==> src/rtl/bram_arbiter.sv <==
// bram_arbiter: two-requester round-robin arbiter in front of a registered-read BRAM
module bram_arbiter #(
    parameter int AW = 8,
    parameter int DW = 16
) (
    input  logic            clk,
    input  logic            rst_n,
    input  logic [1:0]      req_valid,
    output logic [1:0]      req_ready,
    input  logic [1:0]      req_we,
    input  logic [2*AW-1:0] req_addr,
    input  logic [2*DW-1:0] req_wdata,
    input  logic [2*DW-1:0] req_mask,
    output logic [1:0]      rsp_valid,
    output logic [DW-1:0]   rsp_rdata,
    output logic [AW-1:0]   ram_raddr,
    output logic            ram_re,
    output logic            ram_rclke,
    output logic [AW-1:0]   ram_waddr,
    output logic [DW-1:0]   ram_wdata,
    output logic [DW-1:0]   ram_mask,
    output logic            ram_we,
    output logic            ram_wclke,
    input  logic [DW-1:0]   ram_rdata
);
    logic          ptr_q, ptr_d;
    logic [1:0]    fire;
    logic          gnt_id;
    logic [AW-1:0] sel_addr;
    logic          re_q, re_d, we_q, we_d;
    logic [AW-1:0] raddr_q, raddr_d, waddr_q, waddr_d;
    logic [DW-1:0] wdata_q, wdata_d, mask_q, mask_d;
    logic          t1_v_q, t1_v_d, t1_id_q, t1_id_d;
    logic          t2_v_q, t2_v_d, t2_id_q, t2_id_d;
    logic [1:0]    rsp_valid_q, rsp_valid_d;
    logic [DW-1:0] rsp_rdata_q, rsp_rdata_d;

    always_comb begin
        req_ready   = !rst_n ? 2'b00 : &req_valid ? (ptr_q ? 2'b10 : 2'b01) : req_valid;
        fire        = req_valid & req_ready;
        gnt_id      = fire[1];
        sel_addr    = gnt_id ? req_addr[2*AW-1:AW] : req_addr[AW-1:0];
        ptr_d       = |fire ? ~gnt_id : ptr_q;
        re_d        = |fire & ~req_we[gnt_id];
        we_d        = |fire & req_we[gnt_id];
        raddr_d     = re_d ? sel_addr : raddr_q;
        waddr_d     = we_d ? sel_addr : waddr_q;
        wdata_d     = we_d ? (gnt_id ? req_wdata[2*DW-1:DW] : req_wdata[DW-1:0]) : wdata_q;
        mask_d      = we_d ? (gnt_id ? req_mask[2*DW-1:DW] : req_mask[DW-1:0]) : mask_q;
        // tag stages line up with ram_re and ram_rdata respectively
        t1_v_d      = re_d;
        t1_id_d     = gnt_id;
        t2_v_d      = t1_v_q;
        t2_id_d     = t1_id_q;
        rsp_valid_d = {t2_v_q & t2_id_q, t2_v_q & ~t2_id_q};
        rsp_rdata_d = t2_v_q ? ram_rdata : rsp_rdata_q;
    end

    always_ff @(posedge clk) begin
        if (!rst_n) begin
            ptr_q       <= 1'b0;
            re_q        <= 1'b0;
            we_q        <= 1'b0;
            raddr_q     <= '0;
            waddr_q     <= '0;
            wdata_q     <= '0;
            mask_q      <= '0;
            t1_v_q      <= 1'b0;
            t1_id_q     <= 1'b0;
            t2_v_q      <= 1'b0;
            t2_id_q     <= 1'b0;
            rsp_valid_q <= 2'b00;
            rsp_rdata_q <= '0;
        end else begin
            ptr_q       <= ptr_d;
            re_q        <= re_d;
            we_q        <= we_d;
            raddr_q     <= raddr_d;
            waddr_q     <= waddr_d;
            wdata_q     <= wdata_d;
            mask_q      <= mask_d;
            t1_v_q      <= t1_v_d;
            t1_id_q     <= t1_id_d;
            t2_v_q      <= t2_v_d;
            t2_id_q     <= t2_id_d;
            rsp_valid_q <= rsp_valid_d;
            rsp_rdata_q <= rsp_rdata_d;
        end
    end

    assign ram_re    = re_q;
    assign ram_rclke = re_q;
    assign ram_raddr = raddr_q;
    assign ram_we    = we_q;
    assign ram_wclke = we_q;
    assign ram_waddr = waddr_q;
    assign ram_wdata = wdata_q;
    assign ram_mask  = mask_q;
    assign rsp_valid = rsp_valid_q;
    assign rsp_rdata = rsp_rdata_q;
endmodule

==> config.mk <==
export PLATFORM = sky130hd
export DESIGN_NAME = bram_arbiter
export DESIGN_NICKNAME = d
export VERILOG_FILES = /design/src/rtl/bram_arbiter.sv
export SDC_FILE = /design/constraint.sdc
export NUM_CORES = 1
export LEC_CHECK = 0
export CAP_MARGIN = 20
export CELL_PAD_IN_SITES_DETAIL_PLACEMENT = 0
export CELL_PAD_IN_SITES_GLOBAL_PLACEMENT = 1
export CORE_UTILIZATION = 30
export CTS_BUF_LIST = sky130_fd_sc_hd__clkbuf_8
export CTS_CLUSTER_DIAMETER = 120
export DETAILED_ROUTE_END_ITERATION = 8
export PLACE_DENSITY_LB_ADDON = 0.1
export SYNTH_ARGS = -nofsm -noshare
export SYNTH_HDL_FRONTEND = slang
export SYNTH_SLANG_ARGS = --single-unit
==> constraint.sdc <==
create_clock -name clk -period 2.6 [get_ports clk]
set_clock_uncertainty 0.05 [all_clocks]
set_input_delay 0.65 -clock clk [delete_from_list [all_inputs] [get_ports clk]]
set_output_delay 0.65 -clock clk [all_outputs]
set_load 0.005 [all_outputs]
==> out/summary.log, run 1 <==
[run_status] outcome finished with violations
[floorplan] height of the die 98.4 um
[power_and_ir_drop] maximum resistive drop on vdd 0.442 mV
[routing] detailed router's first-iteration violation count 32
[cts] Setup Fix Bufs, Post-CTS 0
[floorplan] Die Area 9690 um2
[worst_setup_path] Critical Path Fanout Max 2
[routing] DRT antenna net count 0
[worst_setup_path] R2R Setup Slk 0.70 ns
[synth] YS warnings 0
[worst_setup_path] critical path class in -> out
[power_and_ir_drop] cell-internal power 0.00217 W
[floorplan] Horiz. Die Dim 98.4 um
[cts] CTS tree yes
[synth] share of the synthesized area in the top cell type 51.7%
[hold_path] hold path cells 1
[sta] RSZ-0062 raised after global routing false
[sta] post-route fraction of the period consumed by the critical path 93.9%
[worst_setup_path] required time of the worst setup path 1.90 ns
[routing] routed len/inst 14.7 um
[floorplan] placeable core region 8850 um2
[sta] final setup TNS 0 ns
[sta] Max Freq 0.410 GHz
[synth] share of synthesized area occupied by flip-flops and latches 51.7%
[cts] later-pin clock latency in the skew report 0.34 ns
[final_layout] most frequent cells in the layout 170 x sky130_fd_sc_hd__clkdlybuf4s50_1, 72 x sky130_fd_sc_hd__dfxtp_1, 56 x sky130_fd_sc_hd__mux2i_1
[sta] number of endpoints failing setup at the final stage 0
[power_and_ir_drop] Switching Power 0.000617 W
[synth] Post-Synthesis Cell Area 2790 um2
[worst_setup_path] capturing point of the worst reg2reg path ram_raddr[0]
[sta] worst hold slack after final layout 0.343 ns
[run_status] violated checks design-rule violations
[worst_setup_path] Critical Path Sink Type output pin
[routing] drt drc 8
[floorplan] Placement Rows 34
[power_and_ir_drop] switching share of total power 22.2%
[worst_setup_path] R2R Path Start ptr_q
[routing] Vias 2447
[global_routing] maximum number of pins on one net before global-route repair 42
[worst_setup_path] Slowest cell on crit path sky130_fd_sc_hd__clkdlybuf4s50_1
[sta] max-slew violation count 0
[synth] synth unique cells 22
[cts] clock transition time at the flip-flop clock pins of the worst setup and hold paths 0.08 ns
[worst_setup_path] Critical Path AT 1.74 ns
[worst_setup_path] crit path from req_valid[0]
[worst_setup_path] crit start category input port
[synth] number of instances in the synthesized netlist 241
[sta] final period demand of the worst path 2.44 ns
[synth] Post-Synthesis Net Count 343
[worst_setup_path] worst reg-to-reg path cell count 5
[sta] worst max-slew margin expressed relative to the limit 53.0%
[placed_design] routability congestion estimate from global placement 0.656
[global_routing] number of global-route vias before repair 2511
[power_and_ir_drop] P_leak 1.77 nW
[routing] TritonRoute pass-1 iters 8
[final_layout] most common cell after layout, fill and taps aside sky130_fd_sc_hd__clkdlybuf4s50_1
[cts] number of buffers added by the clock tree synthesis step 9
[global_routing] number of antenna violations at the first check in global routing 0
[power_and_ir_drop] power density over cell area 574 nW/um2
[final_layout] count of antenna diodes in the layout 0
[final_layout] NumNets Final 518
[sta] Hold Vio Cnt, Final 0
[cts] Max Root-Sink Buffers 2
[routing] number of vias per cell after detailed routing 4.63
[synth] dominant cell type by area after synthesis sky130_fd_sc_hd__dfxtp_1
[placed_design] # port buffers 173
[synth] main area contributors after synthesis sky130_fd_sc_hd__dfxtp_1 52%, sky130_fd_sc_hd__mux2i_1 20%, sky130_fd_sc_hd__o2bb2ai_1 13%, sky130_fd_sc_hd__nor2_1 2.3%, sky130_fd_sc_hd__buf_8 2.2%
[flow_run] maxcap violations 0
[hold_path] hold wc startpoint t2_id_q
[worst_setup_path] crit path cell chain dlygate4sd2_1, a21boi_2, and2_1, clkdlybuf4s50_1
[final_layout] relative area change from synthesis to final layout 74.0%
[power_and_ir_drop] combinational share of power 17.9%
[global_routing] wire length of the first global-routing pass 12.4 mm
[hold_path] class of the tightest hold or removal check reg -> reg
[power_and_ir_drop] clock network fraction of total power 38.6%
[cts] buffer cell driving the clock tree root sky130_fd_sc_hd__clkbuf_8
[hold_path] hold path endpoint rsp_valid[0]
[sta] Tightest Pin Transition 0.705 ns
[floorplan] count of pins on the block boundary 174
[floorplan] initial core utilization 31.5%
[power_and_ir_drop] sequential share of power 43.5%
[cts] clock sinks 72
[global_routing] final global-route overflow total 0
[worst_setup_path] slowest stage delay, CP 0.50 ns
[synth] synthesized flop and latch total 72
[final_layout] fraction of layout cells with a size suffix above 1 7.36%
[synth] Post-Syn Area per Cell 11.6 um2
[cts] H-tree level count 3
[placed_design] detailed placer's ending HPWL 5.59 mm
[routing] total wirelength of the detailed-routed design 7.76 mm
[global_routing] total routing resource utilization after global routing 16.5%
## worst max-delay path: cells and delay by family
family          cells  cell delay, ns
buf+inv             2            0.76
compound gates      1            0.19
simple gates        1            0.14
## synthesized netlist by cell type
cell type                   instances
sky130_fd_sc_hd__nor2_1            17
sky130_fd_sc_hd__and3_1             2
sky130_fd_sc_hd__dfxtp_1           72
sky130_fd_sc_hd__or2b_1             1
sky130_fd_sc_hd__inv_1              3
sky130_fd_sc_hd__a21boi_2           1
sky130_fd_sc_hd__buf_8              4
sky130_fd_sc_hd__buf_12             1
sky130_fd_sc_hd__nand2_1            2
sky130_fd_sc_hd__a32o_1             2
sky130_fd_sc_hd__and2_1             4
sky130_fd_sc_hd__clkbuf_1           2
sky130_fd_sc_hd__nand2b_4           1
sky130_fd_sc_hd__a21oi_1            9
sky130_fd_sc_hd__nor2_2             1
sky130_fd_sc_hd__inv_2              1
sky130_fd_sc_hd__and3_4             1
sky130_fd_sc_hd__mux2i_1           56
sky130_fd_sc_hd__buf_4              2
sky130_fd_sc_hd__o2bb2ai_1         40
sky130_fd_sc_hd__buf_2             11
sky130_fd_sc_hd__o21ai_0            8
## layer usage
metal	part of all wire (%)	vias to the layer above	GRT usage (%)
met5	0	-	0
met4	1.0	0	5.86
met3	10	7	7.45
met2	48	100	27.6
met1	41	1115	18.6
li1	-	1225	-
## state kept, by name, summed over array words and instances (netlist names), 2 cells and up
signal     cells
rsp_valid      2
ram_raddr      8
ram_mask      16
ram_waddr      8
ram_wdata     16
rsp_rdata     16
## cell families after synthesis
family          count (synthesis)  share of synthesized area [%]
buf+inv                        24                           6.19
compound gates                 60                           16.7
mux                            56                           20.1
flops                          72                           51.7
simple gates                   29                           5.29
## worst max path at each step
| stage | end | depth (start not counted) | slack (ns) |
|---|---|---|---|
| after floorplan | req_ready[1] | 4 | 0.75 |
| after global placement | req_ready[0] | 4 | -0.08 |
| after detailed placement | req_ready[0] | 4 | -0.12 |
| after CTS | req_ready[0] | 4 | 0.15 |
| after global routing | req_ready[0] | 4 | 0.11 |
| final | req_ready[0] | 4 | 0.16 |
## layout make-up
| class | count | area (um2) |
|---|---|---|
| Clock inverter | 6 | 108 |
| Sequential cell | 72 | 1440 |
| Fill cell | 850 | 4000 |
| Multi-Input combinational cell | 145 | 1180 |
| Inverter | 4 | 15.0 |
| Clock buffer | 10 | 138 |
| Tap cell | 108 | 135 |
| Timing Repair Buffer | 184 | 1840 |
## power groups by stage
stage | Clock, W | Combinational, W | Sequential, W
6_report | 0.00107 | 0.000499 | 0.00121
5_1_grt | 0.00117 | 0.000540 | 0.00122
2_1_floorplan | 0 | 0.000170 | 0.00124
3_3_place_gp | 0 | 0.000505 | 0.00123
4_1_cts | 0.00111 | 0.000508 | 0.00121
3_5_place_dp | 0 | 0.000508 | 0.00124
## timing repair
action                     CTS  global route
setup endpoints to repair    2             0
gates resized for setup      3             0
hold buffers                 0             0
## per-stage QoR
stage / cell area [um2] / utilization (%) / power [W] / cells / worst slack (ns)
finish: 4850 / 54.8 / 0.00278 / 529 / 0.160
global route: 4850 / 54.8 / 0.00293 / 529 / 0.112
CTS: 4850 / 54.8 / 0.00283 / 529 / 0.149
detailed placement: 4610 / 52.1 / 0.00174 / 513 / -0.116
global placement: 4610 / 52.1 / 0.00174 / 513 / -0.0843
floorplan: 2790 / - / 0.00141 / 241 / 0.747
Note: power is estimated with default switching activity, not from simulation.
==> inputs of run 2 (changes only) <==
Settings changed: CORE_MARGIN from default to 2, CTS_CLUSTER_DIAMETER 120 to 40, SLEW_MARGIN from default to 25.
==> out/summary.log, run 2 (synthesis results as in run 1) <==
[final_layout] most common cell after layout, fill and taps aside sky130_fd_sc_hd__clkdlybuf4s50_1
[routing] TritonRoute pass-1 iters 4 [-4]
[routing] drt drc 0 [-8]
[routing] top layer in use met4
[final_layout] count of antenna diodes in the layout 0 [unchanged]
[routing] wire length the detailed router placed on met1 3.26 mm [+3.2%]
[worst_setup_path] R2R Path Start ptr_q
[sta] RSZ-0062 raised after global routing false
[worst_setup_path] worst reg-to-reg path cell count 5 [unchanged]
[final_layout] number of inserted filler cells in the final layout 860 [+1.2%]
[cts] later-pin clock latency in the skew report 0.35 ns [about the same]
[placed_design] # port buffers 173 [unchanged]
[sta] Hold Vio Cnt, Final 0 [unchanged]
[hold_path] hold wc startpoint t2_id_q
[global_routing] total routing resource utilization after global routing 15.5% [-1.0 points]
[global_routing] maximum number of pins on one net before global-route repair 42 [unchanged]
[routing] number of vias per cell after detailed routing 4.65 [+0.60%]
[sta] Max Freq 0.409 GHz [-0.16%]
[hold_path] class of the tightest hold or removal check reg -> reg
[placed_design] Placed Area 4580 um2 [-0.57%]
[power_and_ir_drop] maximum resistive drop on vdd 0.249 mV [-44%]
[routing] Vias 2457 [+0.41%]
[worst_setup_path] R2R Setup Slk 0.66 ns [-0.04 ns]
[hold_path] hold path cells 1 [unchanged]
[final_layout] Non-Filler Cell Area, Final 4800 um2 [-1.1%]
[final_layout] most frequent cells in the layout 170 x sky130_fd_sc_hd__clkdlybuf4s50_1, 72 x sky130_fd_sc_hd__dfxtp_1, 56 x sky130_fd_sc_hd__mux2i_1
[cts] H-tree level count 3 [unchanged]
[worst_setup_path] Critical Path Sink Type output pin
[cts] number of buffers added by the clock tree synthesis step 9 [unchanged]
[worst_setup_path] required time of the worst setup path 1.90 ns [about the same]
[placed_design] minimum setup slack after placement -0.101 ns [+0.0146 ns]
[power_and_ir_drop] power density over cell area 559 nW/um2 [-2.6%]
[hold_path] hold path endpoint rsp_valid[0]
[worst_setup_path] Critical Path AT 1.74 ns [about the same]
[floorplan] placeable core region 9110 um2 [+2.9%]
[global_routing] final global-route overflow total 0 [unchanged]
[sta] post-route fraction of the period consumed by the critical path 94.0% [+0.15 points]
[global_routing] number of antenna violations at the first check in global routing 0 [unchanged]
[routing] routed len/inst 14.9 um [+1.9%]
[sta] worst max-slew margin expressed relative to the limit 53.5% [+0.46 points]
[run_status] outcome complete, no violations
[global_routing] number of global-route vias before repair 2439 [-2.9%]
[cts] clock transition time at the flip-flop clock pins of the worst setup and hold paths 0.08 ns [about the same]
[worst_setup_path] critical path class in -> out
[routing] detailed router's first-iteration violation count 39 [+22%]
[placed_design] routability congestion estimate from global placement 0.742 [+13%]
[cts] CTS tree yes
[floorplan] height of the die 100 um [+2.0%]
[cts] clock sinks 72 [unchanged]
[final_layout] relative area change from synthesis to final layout 72.1%
[power_and_ir_drop] P_leak 1.74 nW [-1.9%]
[routing] DRT antenna net count 0 [unchanged]
[sta] Tightest Pin Transition 0.698 ns [-0.00693 ns]
[sta] max-slew violation count 0 [unchanged]
[floorplan] Horiz. Die Dim 100 um [+2.0%]
[floorplan] Placement Rows 35 [+2.9%]
[flow_run] maxcap violations 0 [unchanged]
[routing] total wirelength of the detailed-routed design 7.89 mm [+1.7%]
[routing] Detail Route met3 WL 633 um [-21%]
[placed_design] detailed placer's ending HPWL 5.56 mm [-0.41%]
[sta] final worst slack 0.156 ns [-0.00393 ns]
[floorplan] Die Area 10100 um2 [+4.1%]
[cts] post-cts hold buffer count 0 [unchanged]
[sta] number of endpoints failing setup at the final stage 0 [unchanged]
[worst_setup_path] crit start category input port
[worst_setup_path] Critical Path Fanout Max 6 [+4]
[global_routing] wire length of the first global-routing pass 12.2 mm [-1.7%]
[cts] Max Root-Sink Buffers 2 [unchanged]
[routing] DR WL met2 3.90 mm [+5.0%]
[floorplan] count of pins on the block boundary 174 [unchanged]
[sta] final period demand of the worst path 2.44 ns [+0.00393 ns]
[final_layout] NumNets Final 514 [-0.77%]
[worst_setup_path] capturing point of the worst reg2reg path ram_raddr[6]
[cts] buffer cell driving the clock tree root sky130_fd_sc_hd__clkbuf_8
[final_layout] fraction of layout cells with a size suffix above 1 6.71% [-0.65 points]
[floorplan] initial core utilization 30.6% [-0.90 points]
==> run 2: area by class of cell <==
type,instances,area [um2],share of cell area (%)
inverters,4,15.0,0.313
clock inverters,7,96.3,2.01
repair buffers,180,1810,37.6
clock buffers,9,124,2.58
well taps,111,139,2.89
multi-input cells,145,1180,24.6
flip-flops and latches,72,1440,30.0
==> run 2: timing repair <==
item,CTS,global route
setup buffers,0,0
endpoints found under the hold margin,0,0
resized for setup,3,0
endpoints found under the setup margin,2,0
==> run 2: where the power goes <==
group	leakage (nW)	internal (W)	switching [W]	total, W
clock	0.113	0.000542	0.000434	0.000975
combinational	1.03	0.000329	0.000169	0.000497
sequential	0.590	0.00117	0.0000361	0.00121
total	1.74	0.00204	0.000638	0.00268
==> run 2: worst max path at each step <==
stage,to,cells after the start,startpoint
floorplan,req_ready[1],4,req_valid[0]
global placement,req_ready[0],4,req_valid[0]
finish,req_ready[0],4,req_valid[1]
global route,req_ready[0],4,req_valid[1]
CTS,req_ready[0],4,req_valid[1]
detailed placement,ram_raddr[6],5,req_valid[1]
==> run 2: per-layer routing <==
layer,vias to the layer above,global-route usage (%)
met5,-,0
met4,0,4.21
met3,8,6.27
li1,1224,-
met1,1131,17.2
met2,94,27.4
==> run 2: worst max-delay path, stage by stage <==
cell                              delay, ns
sky130_fd_sc_hd__dlygate4sd2_1         0.30
sky130_fd_sc_hd__a21boi_2              0.17
sky130_fd_sc_hd__and2_1                0.13
sky130_fd_sc_hd__clkdlybuf4s50_1       0.49
==> run 2: through the flow <==
stage	power (W)	std cells	hold slack (ns)	util [%]	TNS [ns]
final	0.00268	528	0.354	52.7	0
after global routing	0.00281	528	0.376	52.7	0
after detailed placement	0.00174	512	0.342	50.3	-1.04
after CTS	0.00273	528	0.353	52.7	0
after floorplan	0.00141	241	0.334	-	0
after global placement	0.00174	512	0.343	50.3	-0.258
==> inputs of run 3 (changes only) <==
Settings changed: GPL_ROUTABILITY_DRIVEN from default to 0, SKIP_CTS_REPAIR_TIMING from default to 1.
==> out/summary.log, run 3 (synthesis results as in run 1) <==
[run_status] outcome complete, no violations
[final_layout] area occupied by multi-input gates 1180 um2 [unchanged]
[global_routing] maximum number of pins on one net before global-route repair 42 [unchanged]
[cts] Max Root-Sink Buffers 2 [unchanged]
[routing] routed len/inst 14.9 um [about the same]
[global_routing] final global-route overflow total 0 [unchanged]
[worst_setup_path] crit path from req_valid[1]
[final_layout] count of antenna diodes in the layout 0 [unchanged]
[floorplan] Placement Rows 35 [unchanged]
[global_routing] met2 track demand over resource 27.4% [unchanged]
[final_layout] most frequent cells in the layout 170 x sky130_fd_sc_hd__clkdlybuf4s50_1, 72 x sky130_fd_sc_hd__dfxtp_1, 56 x sky130_fd_sc_hd__mux2i_1
[final_layout] Reg area 1440 um2 [unchanged]
[routing] detailed router's first-iteration violation count 36 [-7.7%]
[worst_setup_path] R2R Path Start ptr_q
[cts] clock sinks 72 [unchanged]
[worst_setup_path] Critical Path Sink Type output pin
[global_routing] layer with the highest usage after global routing met2
[global_routing] met1 track utilization from global routing 17.2% [unchanged]
[routing] number of vias per cell after detailed routing 4.66 [about the same]
[worst_setup_path] slowest stage delay, CP 0.49 ns [about the same]
[hold_path] class of the tightest hold or removal check reg -> reg
[power_and_ir_drop] maximum resistive drop on vdd 0.249 mV [about the same]
[routing] TritonRoute pass-1 iters 4 [unchanged]
[routing] total wirelength of the detailed-routed design 7.89 mm [about the same]
[final_layout] NumNets Final 514 [unchanged]
[global_routing] number of antenna violations at the first check in global routing 0 [unchanged]
[sta] max-slew violation count 0 [unchanged]
[sta] Hold Vio Cnt, Final 0 [unchanged]
[cts] CTS tree yes
[placed_design] minimum setup slack after placement -0.101 ns [unchanged]
[final_layout] final core occ 52.8% [+0.12 points]
[cts] H-tree level count 3 [unchanged]
[flow_run] maxcap violations 0 [unchanged]
[global_routing] number of global-route vias before repair 2439 [unchanged]
[worst_setup_path] required time of the worst setup path 1.90 ns [about the same]
[final_layout] Non-Filler Cell Area, Final 4810 um2 [+0.23%]
[global_routing] total routing resource utilization after global routing 15.5% [unchanged]
[floorplan] Horiz. Die Dim 100 um [unchanged]
[worst_setup_path] largest delay contributor family on the critical path buffers and inverters
[placed_design] detailed placer's ending HPWL 5.56 mm [unchanged]
[floorplan] count of pins on the block boundary 174 [unchanged]
[cts] clock transition time at the flip-flop clock pins of the worst setup and hold paths 0.08 ns [about the same]
[hold_path] hold wc startpoint t2_id_q
[sta] number of endpoints failing setup at the final stage 0 [unchanged]
[floorplan] initial core utilization 30.6% [unchanged]
[sta] final worst slack 0.272 ns [+0.116 ns]
[power_and_ir_drop] P_leak 1.76 nW [+1.3%]
[final_layout] most common cell after layout, fill and taps aside sky130_fd_sc_hd__clkdlybuf4s50_1
[cts] buffer cell driving the clock tree root sky130_fd_sc_hd__clkbuf_8
[final_layout] fraction of layout cells with a size suffix above 1 6.71% [unchanged]
[cts] later-pin clock latency in the skew report 0.35 ns [about the same]
[worst_setup_path] Slowest cell on crit path sky130_fd_sc_hd__clkdlybuf4s50_1
[global_routing] global-route met3 utilization 6.27% [unchanged]
[worst_setup_path] Critical Path AT 1.63 ns [-0.11 ns]
[cts] number of buffers added by the clock tree synthesis step 9 [unchanged]
[placed_design] Placed Area 4580 um2 [unchanged]
[routing] Vias 2458 [+0.041%]
[sta] RSZ-0062 raised after global routing false
[power_and_ir_drop] power density over cell area 558 nW/um2 [-0.18%]
[worst_setup_path] crit start category input port
[floorplan] Die Area 10100 um2 [unchanged]
[sta] Tightest Pin Transition 0.698 ns [+0.0000000596 ns]
[global_routing] wire length of the first global-routing pass 12.2 mm [unchanged]
[worst_setup_path] Bufs and invs on worst path 2 [unchanged]
[routing] drt drc 0 [unchanged]
[final_layout] number of inserted filler cells in the final layout 857 [-0.35%]
[worst_setup_path] Critical Path Fanout Max 6 [unchanged]
[worst_setup_path] R2R Setup Slk 0.66 ns [about the same]
[worst_setup_path] critical path class in -> out
[placed_design] # port buffers 173 [unchanged]
[sta] worst max-slew margin expressed relative to the limit 53.5% [unchanged]
[routing] DRT antenna net count 0 [unchanged]
[sta] Max Freq 0.430 GHz [+5.0%]
[floorplan] height of the die 100 um [unchanged]
[worst_setup_path] crit path cell chain dlymetal6s2s_1, a21boi_2, and2_1, clkdlybuf4s50_1
[sta] post-route fraction of the period consumed by the critical path 89.5% [-4.5 points]
[floorplan] placeable core region 9110 um2 [unchanged]
[sta] final period demand of the worst path 2.33 ns [-0.116 ns]
[final_layout] relative area change from synthesis to final layout 72.5%
run 3: area by class of cell:
cell class	count	area share [%]
clock buffers	9	2.57
clock inverters	7	2.00
inverters	4	0.312
multi-input cells	145	24.5
flip-flops and latches	72	30.0
well taps	111	2.89
repair buffers	180	37.8
run 3: path summary, 6_finish.rpt:
check | endpoint | cells past startpoint
max | req_ready[0] | 4
max reg2reg | ram_raddr[6] | 5
min reg2reg | rsp_valid[0] | 1
min | rsp_valid[0] | 1
run 3: per-layer routing:
metal  wire length, um  part of all wire, %  vias up
met2              3910                   49       94
li1                  -                    -     1224
met4                99                  1.3        0
met1              3250                   41     1132
met5                 0                    0        -
met3               640                  8.1        8
run 3: per-stage QoR:
stage	TNS (ns)	power [W]	std cells	hold WS, ns
after global routing	0	0.00281	528	0.376
after floorplan	0	0.00141	241	0.334
after detailed placement	-1.04	0.00174	512	0.342
after CTS	-0.195	0.00273	528	0.353
final	0	0.00268	528	0.354
after global placement	-0.258	0.00174	512	0.343
run 3: report_power, final:
part           total, W  switching (W)  internal [W]
sequential      0.00121      0.0000361       0.00117
combinational  0.000498       0.000168      0.000330
clock          0.000976       0.000434      0.000542
total           0.00268       0.000638       0.00204
==> variant 1, RTL diff (config.mk and constraints of run 1) <==
Set the parameter `AW` to 9 (it was 8).
--- a/src/rtl/bram_arbiter.sv
+++ b/src/rtl/bram_arbiter.sv
@@ -1,5 +1,5 @@
 // bram_arbiter: two-requester round-robin arbiter in front of a registered-read BRAM
 module bram_arbiter #(
-    parameter int AW = 8,
+    parameter int AW = 9,
     parameter int DW = 16
 ) (
Interface: changed (resized ram_raddr, ram_waddr and req_addr); port bits go from 174 to 178. No check against the original RTL was run, so the function may have changed too.
==> variant 1 against run 1 <==
- synthesized area increased by 2.9%
- sequential share of layout area about the same
- sequential cell count increased by 2
- first-iteration DRC count increased by 53%
- non-clock buffer count increased by 7
- wire length increased by 5.7%
- total power decreased by 0.56%
- die area increased by 2.9%
- design area increased by 2.9%
- clock power decreased by 7%
- setup slack got worse by 0.13 ns
- via count increased by 2.0%
- critical path depth decreased by 1
- critical path type unchanged
- largest cell class unchanged
- largest power group unchanged
==> variant 1: results (changes against run 1) <==
- Pin count of the biggest net entering global routing: 30 (-29%)
- First drt pass iteration count: 4 (-4)
- Status: finished, final reports clean
- Final GP Congestion: 0.724 (+10%)
- Synthesized Nets: 352 (+2.6%)
- Total track usage: 16.3% (-0.18 points)
- Layout cells sized above 1: 8.08% (+0.72 points)
- HPWL Detailed: 6.01 mm (+7.5%)
- Post-layout net count: 533 (+2.9%)
- Initial DRC Count: 49 (+53%)
- Synth cell types: 24 (+9.1%)
- Slew headroom: 34.9% (-18 points)
- Port bufs: 177 (+2.3%)
- Vias in the first global route: 2357 (-6.1%)
- Critical Path Fanout Max: 3 (+1)
- Sequential-to-total area share from yosys stat: 51.6% (-0.069 points)
- Maximum vdd drop: 336 uV (-24%)
- First-pass GRT wire length: 12.4 mm (+0.17%)
- HP Class: reg2reg
- Leakage power: 1.81 nW (+2.0%)
- Placed cell area: 4770 sq um (+3.5%)
- WP data arrival: 1.87 ns (+0.13 ns)
- Filler cells: 823 (-3.2%)
- Vias per cell: 4.44 (-4.0%)
- Synth cell count leaders: 74 x dfxtp_1, 57 x mux2i_1, 41 x o2bb2ai_1
- WL per Instance: 14.6 um (-0.50%)
- Top post-synthesis cells by area: dfxtp_1 52%, mux2i_1 20%, o2bb2ai_1 13%
## variant 1: cell count changes after synthesis, sizes merged
cell,change
inv,-1
dfxtp,+2
clkinv,+1
mux2i,+1
o2bb2ai,+1
buf,+1
o21ai,+1
a21oi,+1
## variant 1: power by group
| group | switching [mW] | internal (mW) | leakage [nW] |
|---|---|---|---|
| sequential | 0.0404 | 1.21 | 0.607 |
| combinational | 0.174 | 0.347 | 1.09 |
| clock | 0.413 | 0.588 | 0.108 |
| total | 0.627 | 2.14 | 1.81 |
## variant 1: layout make-up
cell class / instances / area, sq um / share of cell area, %
flip-flops and latches: 74 / 1480 / 29.7
clock inverters: 4 / 75.1 / 1.50
well taps: 129 / 161 / 3.23
multi-input cells: 149 / 1210 / 24.2
inverters: 4 / 15.0 / 0.301
repair buffers: 191 / 1900 / 38.0
clock buffers: 11 / 151 / 3.03
## variant 1: final timing paths
check	start	endpoint	slack, ns	cells past startpoint
worst max register to register	ptr_q	ram_raddr[2]	0.89	6
worst min register to register	t2_id_q	rsp_valid[0]	0.37	1
worst max-delay path	rst_n	req_ready[1]	0.03	3
worst min-delay path	t2_id_q	rsp_valid[0]	0.37	1
## variant 1: critical path, stage by stage
cell and delay, ns:
clkdlybuf4s50_1 0.51, and3_4 0.21, clkdlybuf4s50_1 0.50
## variant 1: cell families (layout without fill, tap and decap cells)
| family | after synthesis | count (layout) | share of synthesized area (%) |
|---|---|---|---|
| buffers and inverters | 25 | 210 | 6.36 |
| AOI/OAI and AO/OA | 63 | 63 | 17.0 |
| muxes | 57 | 57 | 19.9 |
| and+or+nand+nor | 29 | 29 | 5.19 |
| DFF | 74 | 74 | 51.6 |
## variant 1: what timing repair did
action	in CTS	in global routing
resized for setup	2	0
endpoints found under the hold margin	0	0
endpoints found under the setup margin	2	0
## variant 1: metal layers
metal / part of all wire, % / wire length, um / up-vias / global-route usage (%)
met5: 0 / 0 / - / 0
met4: 1.2 / 99 / 0 / 4.64
met3: 9.7 / 793 / 10 / 7.45
met2: 47 / 3830 / 96 / 26.6
met1: 42 / 3480 / 1131 / 19.3
li1: - / - / 1258 / -
## variant 1: per-stage QoR
step,instances,setup WS (ns),util [%],hold slack [ns],setup TNS (ns)
2_1_floorplan,248,0.654,-,0.334,0
3_3_place_gp,547,-0.0758,51.6,0.340,-0.0758
3_5_place_dp,547,-0.0820,51.6,0.347,-0.0844
4_1_cts,562,0.0208,54.1,0.357,0
5_1_grt,562,0.0126,54.1,0.382,0
6_report,562,0.0254,54.1,0.365,0
==> variant 2, RTL diff (flow settings as in run 1) <==
Made on the original files. `rsp_rdata_q` no longer has a reset.
--- a/src/rtl/bram_arbiter.sv
+++ b/src/rtl/bram_arbiter.sv
@@ -71,5 +71,4 @@
             t2_id_q     <= 1'b0;
             rsp_valid_q <= 2'b00;
-            rsp_rdata_q <= '0;
         end else begin
             ptr_q       <= ptr_d;
@@ -85,6 +84,9 @@
             t2_id_q     <= t2_id_d;
             rsp_valid_q <= rsp_valid_d;
-            rsp_rdata_q <= rsp_rdata_d;
         end
+    end
+
+    always_ff @(posedge clk) begin
+        rsp_rdata_q <= rsp_rdata_d;
     end
 
Check against the original RTL: differs if rst_n is asserted again (counterexample within 4 cycles, from zero or initial values and one cycle with rst_n low); with rst_n held inactive, the same outputs for 10 cycles.
==> variant 2 against run 1 <==
- cell count down 6.0%
- sequential cell count unchanged
- total power down 6.9%
- synthesized cell count down 15%
- setup slack better by 0.010 ns
- design area down 2.1%
- register-to-register slack better by 0.03 ns
- wire length down 3.8%
- utilization down 0.35 points
- synthesized area down 2.9%
- count of clock-buffer cells in the layout down 1
- die area down 2.8%
- sequential power up 3%
- critical path type unchanged
==> variant 2: results (changes against run 1) <==
- HPWL Detailed: 5.52 mm (-1.3%)
- R2R Setup Slk: 0.73 ns (+0.03 ns)
- First-pass GRT wire length: 12.0 mm (-3.1%)
- Worst hold slack: 0.362 ns (+0.0191 ns)
- Initial antenna violation count: 0 (unchanged)
- Filler cells: 803 (-5.5%)
- HP Class: reg2reg
- Placed cell area: 4560 sq um (-1.1%)
- Layout cells sized above 1: 7.97% (+0.61 points)
- Post-synth EDFFs: 16 (+16)
- Yosys warning total: 0 (unchanged)
- Num CTS Buffers: 9 (unchanged)
- Number of cells upsized or downsized after cts: 2 (-1)
- WL per Instance: 15.0 um (+2.4%)
- Async set-reset flop share out of synthesis: 0% (unchanged)
- CP startpoint: req_valid[0]
- Status: finished, final reports clean
- Worst-path clk slew: 0.08 ns (about the same)
- Pin count of the biggest net entering global routing: 29 (-31%)
- First drt pass iteration count: 4 (-4)
- Final GP Congestion: 0.708 (+7.8%)
- Initial DRC Count: 54 (+69%)
- Synthesized Nets: 308 (-10%)
- Leakage power: 1.72 nW (-2.6%)
- Clock root buffer: clkbuf_8
- Slew headroom: 51.6% (-1.4 points)
- H-tree levels: 3 (unchanged)
- Post-layout net count: 486 (-6.2%)
- RR Startpoint: ptr_q
- Post-CTS setup buffer count: 0 (unchanged)
- Sequential-to-total area share from yosys stat: 59.1% (+7.4 points)
- Clock Tree Buf Depth: 2 (unchanged)
- Min-Delay Startpoint: t2_id_q
- Vias in the first global route: 2350 (-6.4%)
- DR vias: 2322 (-5.1%)
- Total track usage: 16.2% (-0.28 points)
- Port bufs: 173 (unchanged)
- Vias per cell: 4.67 (+1.0%)
- Synth cell count leaders: 56 x dfxtp_1, 40 x mux2i_1, 40 x o2bb2ai_1
- WP data arrival: 1.73 ns
- Synth cell types: 22 (unchanged)
- Critical Path Fanout Max: 2 (unchanged)
- # placed instances: 481 (-6.2%)
- Gate Count Post-Synth: 206 (-15%)
- Maximum vdd drop: 274 uV (-38%)
- N_diodes: 0 (unchanged)
- Clk_lat worst skew: 0.34 ns (about the same)
- Top post-synthesis cells by area: dfxtp_1 41%, edfxtp_1 18%, mux2i_1 15%
variant 2: cell types whose count changed after synthesis, sizes merged:
cell    delta
nor2      -16
dfxtp     -16
mux2i     -16
clkbuf     -1
buf        -2
edfxtp    +16
variant 2: cells by family after synthesis:
| logic type | Yosys count | synth area share, % |
|---|---|---|
| multiplexers | 40 | 14.8 |
| flip-flops | 72 | 59.1 |
| AND/OR/NAND/NOR | 13 | 3.05 |
| buffers and inverters | 21 | 5.82 |
| AO/OA/AOI/OAI | 60 | 17.2 |
variant 2: area by class of cell:
cell class | instances | area (sq um) | area share [%]
clock inverter | 7 | 68.8 | 1.45
clock buffer | 9 | 124 | 2.61
inverter | 4 | 15.0 | 0.316
sequential | 72 | 1600 | 33.7
timing repair buffer | 184 | 1850 | 39.0
tap | 108 | 135 | 2.84
multi-input combinational | 113 | 956 | 20.1
variant 2: power by group:
group          total, mW  switching [mW]  internal, mW
Sequential          1.25          0.0362          1.21
Clock              0.862           0.484         0.378
Combinational      0.480           0.156         0.324
variant 2: per-stage QoR:
step	utilization [%]	setup WS, ns
global route	54.5	0.113
floorplan	-	0.748
finish	54.5	0.170
detailed placement	52.3	-0.0854
CTS	54.5	0.00649
global placement	52.3	-0.0735
variant 2: worst max-delay path, cell delays in order:
cell	delay, ns
dlygate4sd2_1	0.26
a21boi_2	0.20
and2_1	0.14
clkdlybuf4s50_1	0.49
variant 2: routing by layer:
metal	vias up	GRT usage [%]	wire length, um
li1	1129	-	-
met1	1078	21.0	3470
met2	108	25.2	3340
met3	7	5.49	575
met4	0	5.51	80
met5	-	0	0
variant 2: path summary, 6_finish.rpt:
check	end	cells past startpoint
setup reg to reg	ram_mask[9]	6
hold reg to reg	rsp_valid[0]	1
setup / recovery	req_ready[0]	4
hold / removal	rsp_valid[0]	1
